<file path="src/rtl/trap_filter_ctrl_pkg.sv">
// rtl/trap_filter_ctrl_pkg.sv - shared sizes, filter latency, controller state type and config check
package package_settings_V1;

   localparam int SIZE_IN_DATA = 16;
   localparam int SIZE_CNT     = 8;
   localparam int DEPTH        = 64;
   localparam int SIZE_M       = 16;
   localparam int FILTER_LAT   = 5;

   typedef enum logic [1:0] {IDLE, FLUSH, SETTLE, RUN} trap_ctrl_state_t;

   localparam logic [SIZE_CNT:0] MAX_SUM = (SIZE_CNT+1)'(DEPTH - 1);

   // The extra sum bit keeps k+l from wrapping back under the limit.
   function automatic logic cfg_is_valid(input logic [SIZE_CNT-1:0] k, input logic [SIZE_CNT-1:0] l);
      logic [SIZE_CNT:0] sum;
      sum = {1'b0, k} + {1'b0, l};
      return (k != '0) && (l >= k) && (sum <= MAX_SUM);
   endfunction

endpackage

</file>
<file path="src/rtl/trap_filter_ctrl_peak.sv">
// rtl/trap_filter_ctrl_peak.sv - above-threshold running-maximum tracker, emits one peak per pulse
import package_settings_V1::*;

module trap_peak_capture #(
   parameter int W        = SIZE_IN_DATA,
   parameter int PEAK_THR = 64
) (
   input  logic         clk,
   input  logic         reset,
   input  logic         in_run,
   input  logic [W-1:0] flt_data,
   output logic [W-1:0] peak_data,
   output logic         peak_valid
);

   logic         active;
   logic [W-1:0] max_q;

   always_ff @(posedge clk or negedge reset) begin
      if (!reset) begin
         active     <= 1'b0;
         max_q      <= '0;
         peak_data  <= '0;
         peak_valid <= 1'b0;
      end else begin
         peak_valid <= 1'b0;
         if (!in_run) begin
            active <= 1'b0;
            max_q  <= '0;
         end else if (flt_data > W'(PEAK_THR)) begin
            active <= 1'b1;
            if (flt_data > max_q) max_q <= flt_data;
         end else if (active) begin
            peak_data  <= max_q;
            peak_valid <= 1'b1;
            active     <= 1'b0;
            max_q      <= '0;
         end
      end
   end

endmodule

</file>
<file path="src/rtl/trap_filter_ctrl.sv">
// rtl/trap_filter_ctrl.sv - trapezoidal filter run/config sequencer (flush, settle, run)
// Optional peak capture enabled by defining TRAP_PEAK_CAPTURE_EN.
import package_settings_V1::*;

module trap_filter_ctrl #(
   parameter int FLUSH_CYC = 2,
   parameter int K_DEF     = 4,
   parameter int L_DEF     = 8,
   parameter int M_DEF     = 16,
   parameter int PEAK_THR  = 64
) (
   input  logic                    clk,
   input  logic                    reset,
   input  logic                    run_en,
   input  logic                    cfg_valid,
   input  logic [SIZE_CNT-1:0]     cfg_k,
   input  logic [SIZE_CNT-1:0]     cfg_l,
   input  logic [SIZE_M-1:0]       cfg_m,
   output logic                    cfg_ready,
   output logic                    cfg_err,
   output logic                    flt_rst_n,
   output logic [SIZE_CNT-1:0]     flt_k,
   output logic [SIZE_CNT-1:0]     flt_l,
   output logic [SIZE_M-1:0]       flt_m,
   input  logic [SIZE_IN_DATA-1:0] flt_data,
   output logic                    out_valid,
   output logic                    busy,
   output logic [SIZE_IN_DATA-1:0] peak_data,
   output logic                    peak_valid
);

   localparam int CW = SIZE_CNT + 2;

   trap_ctrl_state_t state, state_nx;
   logic [CW-1:0]    cnt, cnt_nx;
   logic             xfer, cfg_ok, apply;
   logic [CW-1:0]    flush_load, settle_load;

   assign flush_load  = CW'(FLUSH_CYC - 1);
   assign settle_load = CW'(flt_k) + CW'(flt_l) + CW'(FILTER_LAT - 1);
   assign xfer        = cfg_valid && cfg_ready;
   assign cfg_ok      = cfg_is_valid(cfg_k, cfg_l);
   assign apply       = xfer && cfg_ok;

   always_comb begin
      state_nx = state;
      cnt_nx   = cnt;
      case (state)
         IDLE: begin
            if (run_en) begin
               state_nx = FLUSH;
               cnt_nx   = flush_load;
            end
         end
         FLUSH: begin
            if (!run_en) state_nx = IDLE;
            else if (cnt == '0) begin
               state_nx = SETTLE;
               cnt_nx   = settle_load;
            end else cnt_nx = cnt - 1'b1;
         end
         SETTLE: begin
            if (!run_en) state_nx = IDLE;
            else if (cnt == '0) state_nx = RUN;
            else cnt_nx = cnt - 1'b1;
         end
         RUN: begin
            // Stop wins over a re-flush; the accepted config is still latched below.
            if (!run_en) state_nx = IDLE;
            else if (apply) begin
               state_nx = FLUSH;
               cnt_nx   = flush_load;
            end
         end
         default: state_nx = IDLE;
      endcase
   end

   always_ff @(posedge clk or negedge reset) begin
      if (!reset) begin
         state     <= IDLE;
         cnt       <= '0;
         flt_rst_n <= 1'b0;
         flt_k     <= SIZE_CNT'(K_DEF);
         flt_l     <= SIZE_CNT'(L_DEF);
         flt_m     <= SIZE_M'(M_DEF);
         cfg_ready <= 1'b1;
         cfg_err   <= 1'b0;
         out_valid <= 1'b0;
         busy      <= 1'b0;
      end else begin
         state     <= state_nx;
         cnt       <= cnt_nx;
         flt_rst_n <= (state_nx == SETTLE) || (state_nx == RUN);
         busy      <= (state_nx == FLUSH) || (state_nx == SETTLE);
         out_valid <= (state_nx == RUN);
         cfg_ready <= (state_nx == IDLE) || (state_nx == RUN);
         cfg_err   <= xfer && !cfg_ok;
         if (apply) begin
            flt_k <= cfg_k;
            flt_l <= cfg_l;
            flt_m <= cfg_m;
         end
      end
   end

`ifdef TRAP_PEAK_CAPTURE_EN
   trap_peak_capture #(
      .W        (SIZE_IN_DATA),
      .PEAK_THR (PEAK_THR)
   ) u_peak (
      .clk        (clk),
      .reset      (reset),
      .in_run     (state == RUN),
      .flt_data   (flt_data),
      .peak_data  (peak_data),
      .peak_valid (peak_valid)
   );
`else
   logic unused_flt_data;
   assign unused_flt_data = ^flt_data;
   assign peak_data       = '0;
   assign peak_valid      = 1'b0;
`endif

endmodule

</file>
<file path="config.mk">
export PLATFORM = sky130hd
export DESIGN_NAME = trap_filter_ctrl
export DESIGN_NICKNAME = d
export VERILOG_FILES = /design/src/rtl/trap_filter_ctrl_pkg.sv /design/src/rtl/trap_filter_ctrl_peak.sv /design/src/rtl/trap_filter_ctrl.sv
export SDC_FILE = /design/constraint.sdc
export NUM_CORES = 1
export LEC_CHECK = 0
export CAP_MARGIN = 25
export CORE_MARGIN = 3
export CORE_UTILIZATION = 48
export CTS_BUF_LIST = sky130_fd_sc_hd__clkbuf_8
export CTS_CLUSTER_SIZE = 12
export DETAILED_ROUTE_END_ITERATION = 16
export GPL_TIMING_DRIVEN = 1
export MAX_ROUTING_LAYER = met4
export PLACE_DENSITY = 0.84
export SLEW_MARGIN = 20
export SYNTH_ARGS = -nofsm -noshare
export SYNTH_HDL_FRONTEND = slang
export SYNTH_SLANG_ARGS = --single-unit
</file>
<file path="constraint.sdc">
create_clock -name clk -period 3.05 [get_ports clk]
set_input_delay 0.7625 -clock clk [delete_from_list [all_inputs] [get_ports clk]]
set_output_delay 0.7625 -clock clk [all_outputs]
set_load 0.005 [all_outputs]
</file>
---- Yosys cells after proc, flatten, opt, wreduce, memory -nomap -nowiden ----
Index checks and enable logic that the tools add are counted.
operators by class
  $add $sub $neg .......................... 4
  order comparisons ....................... 2
  reduce and logical (&&, ||, !) cells .... 14
  muxes and demuxes ....................... 16
  equality and inequality tests ........... 12
operator list
  kind                                                                   number
  10-bit two-way mux                                                     7
  10-bit case mux with 4 select lines                                    1
  8-bit by 8-bit adder with 9-bit output                                 2
  2-bit two-way mux                                                      7
  2-bit != test, second input constant                                   6
  9-bit by 3-bit adder with 10-bit output, second input constant         1
  10-bit zero test                                                       1
  10-bit by 1-bit subtractor with 10-bit output, second input constant   1
  9-bit by 6-bit <= comparator with 1-bit output, second input constant  1
  2-bit == test, second input constant                                   4
  8-bit >= comparator                                                    1
  2-bit case mux with 4 select lines                                     1
  8-bit nonzero test                                                     1
  6-bit AND reduction                                                    1
  1-bit logical AND                                                      5
  2-bit by 1-bit == test with 1-bit output, second input constant        2
  2-bit zero test                                                        2
  1-bit logical OR                                                       3
  1-bit zero test                                                        1
word-level totals
  input bits .............................. 52
  register bits ........................... 49
  output and inout port bits .............. 54
  logic and storage cells ................. 58

---- Longest topological paths before layout ----
  depth after elaboration ................. 9
  gate-level depth with buffers ........... 13
  gate-level depth less buffers ........... 10

---- Worst setup path before layout ----
OpenSTA, ideal clock, no wires.
  path type ............................... input to register
  start ................................... input port cfg_k[5]
  end ..................................... register busy
  cell stages on the path ................. 12
  setup time .............................. 0.131 ns
  buffers on the path ..................... 3
  required time ........................... 2.919 ns
  path slack .............................. -0.329 ns
  data arrival time ....................... 3.248 ns
  path through ............................ inv_1 -> ha_1 -> or3_1 -> or4_1 -> o31ai_2 -> nand4bb_1 -> buf_2 -> buf_6 -> buf_6 -> a21boi_0 -> o21ai_0 -> ha_1
between the ends
  word-level cells in the longest chain between the ends .. 9
  elaborated cells on any way between the ends .. 13
  those cells by class .................... add/sub (1); order compare (2); eq/ne (2); mux (3); reduce/logical (5)
ends and longest elaborated chain
  element                                                                                     RTL line                    text
  start, declared                                                                             trap_filter_ctrl.sv:16      input logic [SIZE_CNT-1:0] cfg_k,
  8-bit by 8-bit adder with 9-bit output, or another cell as far along                        trap_filter_ctrl_pkg.sv:17  sum = {1'b0, k} + {1'b0, l};
  9-bit by 6-bit <= comparator with 1-bit output / 1-bit logical AND (equally long branches)  trap_filter_ctrl_pkg.sv:18  return (k != '0) && (l >= k) && (sum <= MAX_SUM);
  1-bit logical AND (*)                                                                       trap_filter_ctrl_pkg.sv:18
  1-bit logical AND (*)                                                                       trap_filter_ctrl.sv:43      assign apply = xfer && cfg_ok;
  2-bit two-way mux (*)                                                                       trap_filter_ctrl.sv:70      else if (apply) begin
  2-bit two-way mux (*)                                                                       trap_filter_ctrl.sv:69      if (!run_en) state_nx = IDLE;
  2-bit case mux with 4 select lines (*)                                                      trap_filter_ctrl.sv:48      case (state)
  via state_nx[1]                                                                             trap_filter_ctrl.sv:34      trap_ctrl_state_t state, state_nx;
  2-bit by 1-bit == test with 1-bit output / 2-bit == test (equally long branches)            trap_filter_ctrl.sv:95      busy <= (state_nx == FLUSH) || (state_nx == SETTLE);
  1-bit logical OR (*)                                                                        trap_filter_ctrl.sv:95
  end signal, assigned                                                                        trap_filter_ctrl.sv:95
  end, declared                                                                               trap_filter_ctrl.sv:27      output logic busy,
The timed path passes the listed nets; every way through them passes the cells marked *.
A chain may end at the register's enable or synchronous reset.

---- Worst setup path after layout ----
  start ................................... input port cfg_k[4]
  end ..................................... register busy
between the ends
  word-level cells in the longest chain between the ends .. 9
  elaborated cells on any way between the ends .. 13
  those cells by class .................... add/sub (1); order compare (2); eq/ne (2); mux (3); reduce/logical (5)
ends and longest elaborated chain
  element                                                                                     RTL line
  8-bit by 8-bit adder with 9-bit output, or another cell as far along                        trap_filter_ctrl_pkg.sv:17
  9-bit by 6-bit <= comparator with 1-bit output / 1-bit logical AND (equally long branches)  trap_filter_ctrl_pkg.sv:18
  1-bit logical AND (*)                                                                       trap_filter_ctrl_pkg.sv:18
  1-bit logical AND (*)                                                                       trap_filter_ctrl.sv:43
  2-bit two-way mux (*)                                                                       trap_filter_ctrl.sv:70
  2-bit two-way mux (*)                                                                       trap_filter_ctrl.sv:69
  2-bit case mux with 4 select lines (*)                                                      trap_filter_ctrl.sv:48
  2-bit by 1-bit == test with 1-bit output / 2-bit == test (equally long branches)            trap_filter_ctrl.sv:95
  1-bit logical OR (*)                                                                        trap_filter_ctrl.sv:95
Mark *: on every way between the ends. The rest lies on a longest branch, timed or not.

==> reports/metrics.sh <==
RUN_STATUS='finished with violations'
FAILED_CHECKS='setup timing'
CRITICAL_PATH.CELL_CHAIN='buf_8, inv_4, ha_4, or3_4, or4_4, o31ai_4, nand4bb_4, a21bo_4, a21oi_2, ha_1'
WORST_HOLD_SLACK_AFTER_FINAL_LAYOUT_NS=0.3287
DRT_DRC_VIOLATIONS_LEFT=0
LIBRARY_CELL_WITH_THE_HIGHEST_INSTANCE_COUNT_AFTER_SYNTHESIS='sky130_fd_sc_hd__dfrtp_1'
CRIT_PATH_START='cfg_k[4]'
PLACEMENT.IO_BUFFERS=72
SYNTH.FF_LATCH_COUNT=48
FIN_UTIL_PCT=69.67
WORST_EP_ARRIVAL_TIME_NS=3.27
WORST_SETUP_PATH_START_KIND='input port'
CELLPOWERDENSITY_nW_PER_UM2=869.7
FINALCRITPERIODSHARE_PCT=101.2
CTSHTREEMAXLEVEL=2
GRT_FIRST_PASS_WIRELENGTH_UM=14850
DIE_AREA_UM2=7977
POWER_REPORT.INTERNAL_TOTAL_mW=2.332
CTS_ROOT_BUFFER='sky130_fd_sc_hd__clkbuf_8'
SYNTH_AREA_LEADER_CELL='sky130_fd_sc_hd__dfrtp_1'
TOTALPOWERFINAL_mW=3.958
SYNTH_CELLS=329
POWER_FRAC_SEQ_PCT=28.9
COUNT_OF_FLIP_FLOPS_WITH_A_BUILT_IN_ENABLE_AFTER_SYNTHESIS=0
POSTSYNTH.ASYNCRESETSHARE_PCT=100.0
GRT_MAX_DEGREE=41
FLOORPLAN.ROWS=29
WORST_VOLTAGE_DROP_ACROSS_THE_VDD_GRID_mV=0.4278
MIN_PERIOD_NS=3.088
FILL_CELLS=472
CRITPATHMAXFANOUT=5
FIRST_ITER_VIOLATIONS=229
MAXCAPVIOLATIONS=0
POST_ROUTE_CELLS_DRIVE_ABOVE_1_SHARE_PCT=24.48
FINALNETCOUNT=524
CTS_SINKS=48
SETUP_SLACK_NS=-0.03755
CRITICAL_PATH.ENDPOINT_TYPE='register'
PLACEABLECOREAREA_UM2=6531
FIN_SKEW_NS=0.01015
COUNT_OF_CELL_TYPES_IN_THE_NETLIST=58
FINAL_SLEW_VIOLATIONS=0
FIN_SETUP_TNS_NS=-0.06669
ITERATION_COUNT_OF_THE_INITIAL_DETAILED_ROUTING_PASS=9
POST_SYNTH_MAIN_AREA_CONTRIBUTORS='sky130_fd_sc_hd__dfrtp_1 (33%), sky130_fd_sc_hd__ha_1 (14%), sky130_fd_sc_hd__mux2_2 (9.5%)'
CTS_INSERTED_BUFFERS=5
RSZ_0062_RAISED_AFTER_GLOBAL_ROUTING='true'
YOSYSSEQAREASHARE_PCT=36.20
SYN_AREA_PER_CELL_UM2=10.13
SYNTH_AREA_UM2=3332
RR_STARTPOINT='flt_k[2]'
ANTENNA_VIOLATIONS_BEFORE_REPAIR=0
COUNT_OF_VIAS_PLACED_BY_THE_DETAILED_ROUTER=2947
GPL_CONGESTION=0.8975
FLOORPLAN.IO_PINS=106
PWR-SHARE-COMB_PCT=58.9
SYN2LAYOUT_AREA_GROWTH_PCT=36.58
CLK_LATENCY_NS=0.31
POST-ROUTE-CELL-AREA_UM2=4551
WORSTREGTOREGCELLS=10
SLOWEST_DELAY_NS=0.54
CHIPWIDTH_UM=89.32
TIMING.CRITICAL_PATH.SLOWEST_STAGE_CELL='sky130_fd_sc_hd__or4_4'
START_UTIL_PCT=51.02
HOLD_VIOLATIONS=0
TOTALWIRELENGTH_UM=9417
WORSTHOLDPATHTYPE='input port to async pin'
TOTAL_SWITCHING_POWER_mW=1.626
TRITONCTS='built'
CLOCKPOWERSHARE_PCT=12.2
DIE_H_UM=89.32
FMAXACHIEVABLE_MHz=323.9
PLACED_CELL_AREA_UM2=4303
YS_WARN_COUNT=0
CLOCK_TREE.BUFFER_DEPTH=2
DRT.ANTENNA.VIOLATING_NETS=0
WORSTPATHREQUIRED_NS=3.23
TIGHTESTPINTRANSITION_NS=0.5734
ROUTE.DETAILED.WL_PER_INST_UM=18.43
DP.FINAL_HPWL_UM=6561
MAX_SLEW_MARGIN_PCT=61.45
CLKTRANSATPATHREGS_NS=0.10
GLOBALROUTEOVERFLOWTOTAL=0
VIA_PER_INST=5.767
POST-SYNTH-TOP-AREA-FRACTION_PCT=33.05
NUMBER_OF_GLOBAL_ROUTE_VIAS_BEFORE_REPAIR=3060
NETLIST_TOP_CELLS_COUNT='sky130_fd_sc_hd__dfrtp_1 (44), sky130_fd_sc_hd__ha_1 (38), sky130_fd_sc_hd__mux2_2 (28)'
CATEGORY_OF_THE_MOST_CRITICAL_SETUP_PATH='input port to register'
GR-USAGE-ALL-LAYERS_PCT=24.97
SYNTH_FLOP_CELL='sky130_fd_sc_hd__dfrtp_1'
P_LEAK_nW=2.167
FINALSETUPVIOLATIONS=2
POWER_SWITCHING_SHARE_PCT=41.08
[stage by stage]
step / setup slack [ns] / instances
2_1_floorplan: -0.1197 / 345
4_1_cts: 0.004713 / 507
3_3_place_gp: -0.7377 / 498
5_1_grt: -0.06499 / 510
3_5_place_dp: -0.8017 / 498
6_report: -0.03755 / 511
[what timing repair did]
item                                    in CTS  in global routing
hold buffers                                 0                  0
gates resized for setup                     26                 28
pin swaps                                    6                 11
endpoints found under the setup margin      47                 35
buffers inserted                             1                  3
[cell usage in the layout (no fill, tap or decap), types with 3 or more instances in the layout]
| cell | n |
|---|---|
| sky130_fd_sc_hd__clkdlybuf4s50_1 | 57 |
| sky130_fd_sc_hd__dfrtp_1 | 44 |
| sky130_fd_sc_hd__buf_4 | 35 |
| sky130_fd_sc_hd__ha_1 | 32 |
| sky130_fd_sc_hd__mux2_2 | 28 |
| sky130_fd_sc_hd__inv_1 | 22 |
| sky130_fd_sc_hd__o21ai_0 | 20 |
| sky130_fd_sc_hd__conb_1 | 17 |
| sky130_fd_sc_hd__nor2_1 | 13 |
| sky130_fd_sc_hd__a21oi_1 | 12 |
| sky130_fd_sc_hd__nand2_1 | 11 |
| sky130_fd_sc_hd__nor2b_1 | 9 |
| sky130_fd_sc_hd__nor3_1 | 8 |
| sky130_fd_sc_hd__nand3_1 | 7 |
| sky130_fd_sc_hd__o21a_1 | 6 |
| sky130_fd_sc_hd__dlymetal6s2s_1 | 6 |
| sky130_fd_sc_hd__a21o_1 | 5 |
| sky130_fd_sc_hd__ha_4 | 5 |
| sky130_fd_sc_hd__clkbuf_8 | 5 |
| sky130_fd_sc_hd__nor4_1 | 4 |
| sky130_fd_sc_hd__dfstp_2 | 4 |
| sky130_fd_sc_hd__inv_2 | 3 |
| sky130_fd_sc_hd__and3_1 | 3 |
| sky130_fd_sc_hd__a211oi_1 | 3 |
| sky130_fd_sc_hd__a211o_1 | 3 |
| sky130_fd_sc_hd__o32ai_1 | 3 |
| sky130_fd_sc_hd__clkbuf_2 | 3 |
[critical path, delay by kind of cell]
kind	cells	cell delay [ns]
fa+ha+maj	2	0.47
simple gates	3	1.17
compound gates	3	0.73
buf+inv	2	0.15
[final timing paths]
check	to	slack [ns]
setup reg to reg	cnt[8]	0.21
setup / recovery	busy	-0.04
max in group asynchronous	cfg_ready	1.91
hold / removal	flt_m[3]	0.33
min in group clk	flt_m[3]	0.51
hold reg to reg	flt_m[3]	0.51
[layer usage]
layer / global-route usage, % / part of all wire, % / vias up / wire (um)
li1: - / - / 1361 / -
met1: 30.20 / 40 / 1415 / 3770
met2: 40.32 / 51 / 143 / 4806
met3: 4.700 / 5.5 / 28 / 521
met4: 11.50 / 3.4 / 0 / 319
met5: - / 0 / - / 0
[cell families (layout without fill, tap and decap cells)]
family	after synthesis	after routing	share of synthesized area [%]
and+or+nand+nor	69	69	11.08
other	1	18	0.1125
adders and majority gates	40	40	15.47
buffers and inverters	55	143	8.712
xor gates and xnor gates	4	4	1.052
muxes	30	30	10.06
DFF	48	48	36.20
AOI/OAI and AO/OA	82	82	17.31
[power groups by stage]
stage | Sequential (mW) | Combinational, mW | Clock, mW
2_1_floorplan | 1.10 | 1.31 | 0
3_3_place_gp | 1.13 | 2.16 | 0
3_5_place_dp | 1.14 | 2.21 | 0
4_1_cts | 1.13 | 2.26 | 0.490
5_1_grt | 1.18 | 2.55 | 0.518
6_report | 1.14 | 2.33 | 0.484
[layout make-up]
type | count | area [um^2] | share of cell area, %
sequential | 48 | 1206 | 26.51
clock inverter | 3 | 46.29 | 1.017
timing repair buffer | 108 | 998.5 | 21.94
multi-input combinational | 242 | 2023 | 44.46
clock buffer | 5 | 68.82 | 1.512
tap | 77 | 96.34 | 2.117
inverter | 27 | 108.9 | 2.392
antenna | 1 | 2.502 | 0.05499
[registers in the layout (all words and copies together), names as in the netlist]
register / count
flt_rst_n: 1
flt_m: 16
flt_k: 8
cfg_ready: 1
state: 1
flt_l: 8
cnt: 10
out_valid: 1
cfg_err: 1
busy: 1
(Power assumes the default switching activity.)
